==> src/rtl/hazard_stall_controller_pkg.sv <==
// Shared pipeline definitions for the hazard/stall sequencer.
package hazard_stall_controller_pkg;
  typedef enum logic {RUN = 1'b0, MD_WAIT = 1'b1} hsc_state_e;

  localparam int                   REG_IDX_W = 5;
  localparam logic [REG_IDX_W-1:0] REG_ZERO  = 5'd0;
endpackage

==> src/rtl/hazard_stall_controller_sat_counter.sv <==
// Saturating event counter; holds at all-ones instead of wrapping.
module sat_counter #(
  parameter int W = 32
) (
  input  logic         clk_i,
  input  logic         rst_i,
  input  logic         inc_i,
  output logic [W-1:0] count_o
);
  logic [W-1:0] r_count;

  always_ff @(posedge clk_i) begin
    if (rst_i)
      r_count <= '0;
    else if (inc_i && (r_count != {W{1'b1}}))
      r_count <= r_count + {{(W-1){1'b0}}, 1'b1};
  end

  assign count_o = r_count;
endmodule

==> src/rtl/hazard_stall_controller.sv <==
// Stall/flush sequencer for the 5-stage pipeline: load-use bubbles,
// mul/div EX occupancy and taken-branch IF/ID flush, with perf counters.
module hazard_stall_controller
  import hazard_stall_controller_pkg::*;
#(
  parameter int MD_LATENCY = 4,
  parameter int CNT_W      = 32
) (
  input  logic                 clk_i,
  input  logic                 rst_i,
  input  logic [REG_IDX_W-1:0] IDRS1_i,
  input  logic [REG_IDX_W-1:0] IDRS2_i,
  input  logic                 IDUsesRS2_i,
  input  logic                 EXMemRead_i,
  input  logic [REG_IDX_W-1:0] EXRD_i,
  input  logic                 EXMulDiv_i,
  input  logic                 BranchTaken_i,
  output logic                 PCWrite_o,
  output logic                 IFIDWrite_o,
  output logic                 IFIDFlush_o,
  output logic                 IDEXBubble_o,
  output logic                 EXHold_o,
  output logic                 MDStart_o,
  output logic [CNT_W-1:0]     StallCycles_o,
  output logic [CNT_W-1:0]     FlushCount_o
);
  // Entry covers the first hold cycle, so the wait counts the remaining ones.
  localparam logic [3:0] MD_LOAD = (MD_LATENCY > 1) ? 4'(MD_LATENCY - 2) : 4'd0;
  localparam logic       MD_MULTI = (MD_LATENCY > 1);

  hsc_state_e r_state, w_state_nxt;
  logic [3:0] r_md_cnt, w_md_cnt_nxt;
  logic       w_md_entry, w_md_hold, w_load_use;

  assign w_md_entry = (r_state == RUN) && EXMulDiv_i && MD_MULTI;
  assign w_md_hold  = w_md_entry || ((r_state == MD_WAIT) && (r_md_cnt != 4'd0));
  assign w_load_use = EXMemRead_i && (EXRD_i != REG_ZERO) &&
                      ((EXRD_i == IDRS1_i) || (IDUsesRS2_i && (EXRD_i == IDRS2_i)));

  always_ff @(posedge clk_i) begin
    if (rst_i) begin
      r_state  <= RUN;
      r_md_cnt <= 4'd0;
    end else begin
      r_state  <= w_state_nxt;
      r_md_cnt <= w_md_cnt_nxt;
    end
  end

  always_comb begin
    w_state_nxt  = r_state;
    w_md_cnt_nxt = r_md_cnt;
    PCWrite_o    = 1'b1;
    IFIDWrite_o  = 1'b1;
    IFIDFlush_o  = 1'b0;
    IDEXBubble_o = 1'b0;
    EXHold_o     = 1'b0;
    MDStart_o    = 1'b0;
    if (rst_i) begin
      PCWrite_o    = 1'b0;
      IFIDWrite_o  = 1'b0;
      IFIDFlush_o  = 1'b1;
      IDEXBubble_o = 1'b1;
    end else begin
      // Start pulses even at single-cycle latency, where no hold follows.
      MDStart_o = (r_state == RUN) && EXMulDiv_i;
      if (w_md_entry) begin
        w_state_nxt  = MD_WAIT;
        w_md_cnt_nxt = MD_LOAD;
      end else if (r_state == MD_WAIT) begin
        if (r_md_cnt != 4'd0) w_md_cnt_nxt = r_md_cnt - 4'd1;
        else                  w_state_nxt  = RUN;
      end
      if (w_md_hold) begin
        PCWrite_o   = 1'b0;
        IFIDWrite_o = 1'b0;
        EXHold_o    = 1'b1;
      end else if (w_load_use) begin
        PCWrite_o    = 1'b0;
        IFIDWrite_o  = 1'b0;
        IDEXBubble_o = 1'b1;
      end else if (BranchTaken_i) begin
        IFIDFlush_o = 1'b1;
      end
    end
  end

  logic w_stall_inc, w_flush_inc;
  assign w_stall_inc = !rst_i && !PCWrite_o;
  assign w_flush_inc = !rst_i && IFIDFlush_o;

  sat_counter #(.W(CNT_W)) u_stall_cnt (
    .clk_i(clk_i), .rst_i(rst_i), .inc_i(w_stall_inc), .count_o(StallCycles_o)
  );

  sat_counter #(.W(CNT_W)) u_flush_cnt (
    .clk_i(clk_i), .rst_i(rst_i), .inc_i(w_flush_inc), .count_o(FlushCount_o)
  );
endmodule

==> config.mk <==
export PLATFORM = sky130hd
export DESIGN_NAME = hazard_stall_controller
export DESIGN_NICKNAME = d
export VERILOG_FILES = /design/src/rtl/hazard_stall_controller_pkg.sv /design/src/rtl/hazard_stall_controller_sat_counter.sv /design/src/rtl/hazard_stall_controller.sv
export SDC_FILE = /design/constraint.sdc
export NUM_CORES = 1
export LEC_CHECK = 0
export ABC_CLOCK_PERIOD_IN_PS = 3800
export CAP_MARGIN = 20
export CORE_MARGIN = 4
export CORE_UTILIZATION = 45
export DETAILED_ROUTE_END_ITERATION = 8
export GPL_ROUTABILITY_DRIVEN = 0
export PLACE_DENSITY = 0.74
export SYNTH_ARGS = -nofsm -noshare
export SYNTH_HDL_FRONTEND = slang
export SYNTH_HIERARCHICAL = 1
export SYNTH_SLANG_ARGS = --single-unit
==> constraint.sdc <==
create_clock -name clk_i -period 3.8 [get_ports clk_i]
set_input_delay 0.76 -clock clk_i [delete_from_list [all_inputs] [get_ports clk_i]]
set_output_delay 0.76 -clock clk_i [all_outputs]
set_load 0.02 [all_outputs]
==> results of run 1 <==
-- kinds of logic (layout without fill, tap and decap cells) --
kind of cell	after synthesis	after routing
DFF	69	69
xor gates and xnor gates	24	24
buffers and inverters	31	131
and+or+nand+nor	210	210
muxes	6	6
adders and majority gates	2	2
AOI/OAI and AO/OA	111	111
-- cells in the final DEF, fill, tap and decap left out, types with 3 or more instances in the layout --
| master | synthesis | routed |
|---|---|---|
| and2_1 | 3 | 3 |
| nor3b_1 | 4 | 4 |
| nor2_1 | 32 | 32 |
| and3_1 | 6 | 6 |
| a2111oi_0 | 4 | 4 |
| inv_1 | 7 | 7 |
| o21ai_0 | 16 | 16 |
| nor3_1 | 6 | 6 |
| and4_1 | 8 | 8 |
| or3_1 | 20 | 20 |
| nor4_1 | 8 | 6 |
| xnor2_1 | 22 | 22 |
| clkdlybuf4s50_1 | 0 | 89 |
| nor2b_1 | 5 | 5 |
| nand2b_1 | 3 | 3 |
| a31o_2 | 3 | 3 |
| clkbuf_8 | 0 | 9 |
| bufinv_16 | 0 | 3 |
| o31ai_1 | 24 | 24 |
| or4_1 | 25 | 25 |
| nand4_1 | 21 | 21 |
| nor4_2 | 2 | 4 |
| a21oi_1 | 48 | 48 |
| dfxtp_1 | 69 | 69 |
| nand3_1 | 27 | 27 |
| nand2_1 | 25 | 25 |
| a211oi_1 | 3 | 3 |
| buf_4 | 1 | 18 |
-- sequential cells by signal, summed over array words and instances (netlist names) --
name	cells
r_md_cnt	4
r_state	1
u_flush_cnt/count_o	32
u_stall_cnt/count_o	32
-- power by group --
| group | leakage [uW] | switching (uW) | internal (uW) | total, uW |
|---|---|---|---|---|
| Combinational | 0.000880 | 58.9 | 60.4 | 119 |
| Clock | 0.000116 | 286 | 436 | 723 |
| Sequential | 0.000556 | 6.54 | 727 | 734 |
| Total | 0.00155 | 352 | 1220 | 1580 |
-- through the flow --
| step | cell area (um2) | hold WS [ns] | util, % | setup slack [ns] |
|---|---|---|---|---|
| 2_1_floorplan | 3790 | 0.475 | - | 0.394 |
| 3_3_place_gp | 4860 | 0.480 | 59.1 | 0.145 |
| 3_5_place_dp | 4860 | 0.491 | 59.1 | 0.111 |
| 4_1_cts | 5100 | 0.506 | 62.0 | 0.137 |
| 5_1_grt | 5100 | 0.527 | 62.0 | 0.0558 |
| 6_report | 5100 | 0.504 | 62.0 | 0.124 |
-- final cells by class --
cell class / instances / share of cell area (%)
repair buffers: 108 / 20.2
clock buffers: 10 / 2.50
multi-input cells: 353 / 44.9
clock inverters: 6 / 2.18
inverters: 7 / 0.515
well taps: 105 / 2.58
flip-flops and latches: 69 / 27.1
-- path summary, 6_finish.rpt --
path / start / to / slack, ns / cells after the start
setup reg to reg: r_md_cnt[3]$_SDFFE_PP0P_ / u_flush_cnt/count_o[31]$_SDFFE_PP0P_ / 0.85 / 10
hold reg to reg: u_stall_cnt/count_o[23]$_SDFFE_PP0P_ / u_stall_cnt/count_o[23]$_SDFFE_PP0P_ / 0.50 / 2
setup / recovery: EXRD_i[1] / IFIDFlush_o / 0.12 / 6
hold / removal: u_stall_cnt/count_o[23]$_SDFFE_PP0P_ / u_stall_cnt/count_o[23]$_SDFFE_PP0P_ / 0.50 / 2
-- per-layer routing --
metal	vias to the layer above	track usage, %	routed length, um
met1	1838	24.6	4370
met3	13	5.05	475
met4	0	5.57	150
met2	109	36.8	5370
met5	-	0	0
li1	1919	-	-
-- critical path, cell delays in order --
cell and delay, ns:
clkdlybuf4s50_1 0.43, or4_1 0.55, o21a_1 0.25, nand3b_1 0.18, o211ai_1 0.10, clkdlybuf4s50_1 0.64
==> reports/metrics.cfg, run 1 <==
[timing]
setup_tns_ns=0
tightest_slew_ns=0.753
max_freq_mhz=272
rsz0062_at_grt=no
finalSetupViolCount=0
relSlewSlack_pct=49.8
maxSlewViolCount=0
fin_crit_ns=3.68
period_share_pct=96.7
finalHoldViolations=0
fin_worst_skew_ns=0.00954

[synth]
syn_inst=453
synthTopCellsByCount=69 x dfxtp_1, 48 x a21oi_1, 32 x nor2_1
dominantRegCellSynth=dfxtp_1
synthMuxAreaShare_pct=1.72
ys_seq_area_share_pct=36.5
synth_compound_area_share_pct=19.4
ys_warn_count=6
synthTopCellsByArea=dfxtp_1 36%, a21oi_1 6.3%, xnor2_1 5.1%, or4_1 5.0%, o31ai_1 4.8%
synth-seq-cells=69
synth_top_area_share_pct=36.5
synth.avg_cell_area_um2=8.36
synth_xor_area_share_pct=5.55
synth_edf_count=0
synth_async_sr_flop_share_pct=0
synthSimpleGateAreaFrac_pct=32.8
syn_nets=476
synth_cell_type_count=53
syn_area_mm2=0.00379
yosys.area.top_type=dfxtp_1
synthAdderAreaFrac_pct=0.661
synth_top_family_by_area=simple AND/OR/NAND/NOR gates
yosysMostFrequentCell=dfxtp_1

[setup_path]
worst-setup-path-type=in -> out
start_kind=input pin
crit_required_ns=3.04
crit_arrival_ns=2.92
path_max_fanout=5
cp-end-kind=primary output

[die]
ioPinCount=91
fp.dieW_um=99.7
fp.dieH_um=99.7
start_util_pct=46.1
coreArea_mm2=0.00822
rows=33
die_area_mm2=0.00995

[global_routing]
grt_usage_pct=20.7
antenna_found_initial=0
grt_pass1_vias=3549
grt_overflow=0
grt_max_degree=76
grt_pass1_wl_mm=17.0

[finish]
regArea_mm2=0.00138
layoutNonFillerInstCount=658
drive_gt1_share_pct=10.5
diodes=0
area_delta_synth_final_pct=34.6
fill_cells=721
fin_nets=571
multi_input_area_mm2=0.00229

[placement]
dp.cells=642
placement.io_buffers=90
dpl.hpwl_mm=7.47

[route]
drc=0
via_per_inst=5.90
firstDrtPassIters=5
wirelength_mm=10.4
drt.antenna.violating_nets=0
drt_iter0_drc=130
wl_per_cell_um=15.7
via_count=3879

[cts]
clkSinkCount=69
cts_setup_buffers=0
clkLatencyLatePin_ns=0.34
clk_pin_slew_ns=0.07
cts-root-buf=clkbuf_8
cts_buffer_depth=2
cts_tree=built
cts_inserted_buffers=9
holdBufCountCts=0
htreeDepth=3
ctsResizeCount=0

[power_and_ir_drop]
finalPower_uw=1580
p_leak_uw=0.00155
p_per_area_mw_per_mm2=309
peakVddDrop_mv=0.204

[worst_hold_path]
hold_path_class=reg -> reg

[flow_run]
cap_violations=0

[run_status]
status=complete, no violations

Power figures use the tool's default switching activity.
==> inputs of run 2 (changes only) <==
--- a/config.mk
+++ b/config.mk
@@ -5,13 +5,13 @@
 export SDC_FILE = /design/constraint.sdc
 export NUM_CORES = 1
 export LEC_CHECK = 0
-export ABC_CLOCK_PERIOD_IN_PS = 3800
+export ABC_CLOCK_PERIOD_IN_PS = 3350
 export CAP_MARGIN = 20
 export CORE_MARGIN = 4
 export CORE_UTILIZATION = 45
 export DETAILED_ROUTE_END_ITERATION = 8
 export GPL_ROUTABILITY_DRIVEN = 0
-export PLACE_DENSITY = 0.74
+export PLACE_DENSITY = 0.76
 export SYNTH_ARGS = -nofsm -noshare
 export SYNTH_HDL_FRONTEND = slang
 export SYNTH_HIERARCHICAL = 1
==> constraint.sdc (replaced) <==
create_clock -name clk_i -period 3.35 [get_ports clk_i]
set_input_delay 0.5025 -clock clk_i [delete_from_list [all_inputs] [get_ports clk_i]]
set_output_delay 0.5025 -clock clk_i [all_outputs]
set_load 0.02 [all_outputs]
==> reports/metrics.cfg, run 2 (same netlist as run 1, synthesis figures left out) <==
[run_status]
status=complete, no violations  ; unchanged

[setup_path]
slowest_stage=clkdlybuf4s50_1  ; unchanged
critPathLaunch=EXRD_i[2]  ; was EXRD_i[1]
crit_top_cell=clkdlybuf4s50_1  ; unchanged
path_cells=clkdlybuf4s50_1 > or4_1 > o21a_1 > buf_4 > a21oi_1 > clkdlybuf4s50_1  ; was clkdlybuf4s50_1 > or4_1 > o21a_1 > nand3b_1 > o211ai_1 > clkdlybuf4s50_1
r2r_slack_ns=0.42  ; was 0.85 ns
r2r-start=r_md_cnt[3]$_SDFFE_PP0P_  ; unchanged
crit_required_ns=2.85  ; was 3.04 ns
r2r-end=u_flush_cnt/count_o[29]$_SDFFE_PP0P_  ; was u_flush_cnt/count_o[31]$_SDFFE_PP0P_
start_kind=input pin  ; unchanged
crit_arrival_ns=2.71  ; was 2.92 ns
max_stage_delay_ns=0.66  ; was 0.64 ns
path_max_fanout=4  ; was 5
cp-endpoint=PCWrite_o  ; was IFIDFlush_o
reg2regPathDepth=10  ; unchanged
worst-setup-path-type=in -> out  ; unchanged
cp-end-kind=primary output  ; unchanged

[finish]
layoutNonFillerInstCount=667  ; was 658
layout_commonest_cell=clkdlybuf4s50_1  ; unchanged
fin_nets=580  ; was 571
utilization_pct=62.8  ; was 62.0%
most-common-layout-cells=88 x clkdlybuf4s50_1, 69 x dfxtp_1, 48 x a21oi_1  ; was 89 x clkdlybuf4s50_1, 69 x dfxtp_1, 48 x a21oi_1
drive_gt1_share_pct=11.7  ; was 10.5%
fill_cells=721  ; unchanged
area_delta_synth_final_pct=36.2  ; was 34.6%
diodes=0  ; unchanged

[timing]
fin_crit_ns=3.21
finalHoldViolations=0  ; unchanged
max_freq_mhz=311
period_share_pct=95.9
tightest_slew_ns=0.773  ; was 0.753 ns
rsz0062_at_grt=no  ; unchanged
fin_worst_skew_ns=0.0138  ; was 0.00954 ns
maxSlewViolCount=0  ; unchanged
setup_tns_ns=0  ; unchanged
relSlewSlack_pct=48.5  ; was 49.8%
finalSetupViolCount=0  ; unchanged

[cts]
holdBufCountCts=0  ; unchanged
clkSinkCount=69  ; unchanged
cts_tree=built  ; unchanged
clkLatencyLatePin_ns=0.34  ; about the same
cts-root-buf=clkbuf_8  ; unchanged
ctsResizeCount=0  ; unchanged
htreeDepth=3  ; unchanged
cts_inserted_buffers=9  ; unchanged
cts_buffer_depth=2  ; unchanged
clk_pin_slew_ns=0.07  ; about the same
cts_setup_buffers=0  ; unchanged

[power_and_ir_drop]
finalPower_uw=1720  ; was 1580 uW
p_per_area_mw_per_mm2=333  ; was 309 mW/mm2
peakVddDrop_mv=0.226  ; was 0.204 mV
p_leak_uw=0.00159  ; was 0.00155 uW

[die]
rows=33  ; unchanged
coreArea_mm2=0.00822  ; unchanged
die_area_mm2=0.00995  ; unchanged
ioPinCount=91  ; unchanged
fp.dieW_um=99.7  ; unchanged
start_util_pct=46.1  ; unchanged
fp.dieH_um=99.7  ; unchanged

[placement]
placement.io_buffers=90  ; unchanged
dp.cells=651  ; was 642
dpl.hpwl_mm=7.43  ; was 7.47 mm

[route]
via_per_inst=5.92  ; was 5.90
via_count=3950  ; was 3879
wirelength_mm=10.5  ; was 10.4 mm
drc=0  ; unchanged
drt_iter0_drc=204  ; was 130
drt.antenna.violating_nets=0  ; unchanged
wl_per_cell_um=15.7  ; about the same
firstDrtPassIters=4  ; was 5

[global_routing]
grt_pass1_wl_mm=17.5  ; was 17.0 mm
grt_max_degree=76  ; unchanged
grt_usage_pct=21.2  ; was 20.7%
grt_pass1_vias=3722  ; was 3549
antenna_found_initial=0  ; unchanged
grt_overflow=0  ; unchanged

[flow_run]
cap_violations=0  ; unchanged

[worst_hold_path]
hold_path_class=reg -> reg  ; unchanged

## run 2: cell type report
cell class	instances	area, um2	share of cell area [%]
multi-input combinational	353	2290	44.4
clock buffer	11	131	2.55
timing repair buffer	117	1110	21.6
tap	105	131	2.55
inverter	7	26.3	0.509
sequential	69	1380	26.8
clock inverter	5	85.1	1.65
## run 2: where the power goes
part	switching (uW)	internal (uW)	total, uW
registers	7.55	825	833
logic	66.1	68.4	134
clock network	327	423	750
total	401	1320	1720
## run 2: through the flow
step,instance area (um2),hold slack (ns),worst slack [ns]
global route,5160,0.535,0.0621
global placement,4940,0.478,0.00363
CTS,5150,0.501,0.0845
floorplan,3790,0.475,0.202
finish,5160,0.499,0.137
detailed placement,4940,0.488,-0.0234
## run 2: worst min-delay path by stage
stage | startpoint | to | slack, ns | cells after the start
2_1_floorplan | r_md_cnt[3]$_SDFFE_PP0P_ | r_md_cnt[2]$_SDFFE_PP0P_ | 0.47 | 2
3_3_place_gp | u_flush_cnt/count_o[15]$_SDFFE_PP0P_ | u_flush_cnt/count_o[15]$_SDFFE_PP0P_ | 0.48 | 2
3_5_place_dp | u_stall_cnt/count_o[15]$_SDFFE_PP0P_ | u_stall_cnt/count_o[15]$_SDFFE_PP0P_ | 0.49 | 2
4_1_cts | u_stall_cnt/count_o[15]$_SDFFE_PP0P_ | u_stall_cnt/count_o[15]$_SDFFE_PP0P_ | 0.50 | 2
5_1_grt | u_flush_cnt/count_o[15]$_SDFFE_PP0P_ | u_flush_cnt/count_o[15]$_SDFFE_PP0P_ | 0.53 | 2
6_report | u_stall_cnt/count_o[15]$_SDFFE_PP0P_ | u_stall_cnt/count_o[15]$_SDFFE_PP0P_ | 0.50 | 2
## run 2: metal layers
layer  GRT usage [%]  vias to the layer above  part of all wire [%]
li1                -                     1936                     -
met1            26.7                     1870                    44
met2            36.1                      127                    49
met3            3.79                       17                   4.9
met4            7.98                        0                   1.6
met5               0                        -                     0
## run 2: worst max-delay path: cells and delay by family
kind	cells	cell delay, ns
AOI/OAI and AO/OA	2	0.41
buffers and inverters	3	1.27
and+or+nand+nor	1	0.53
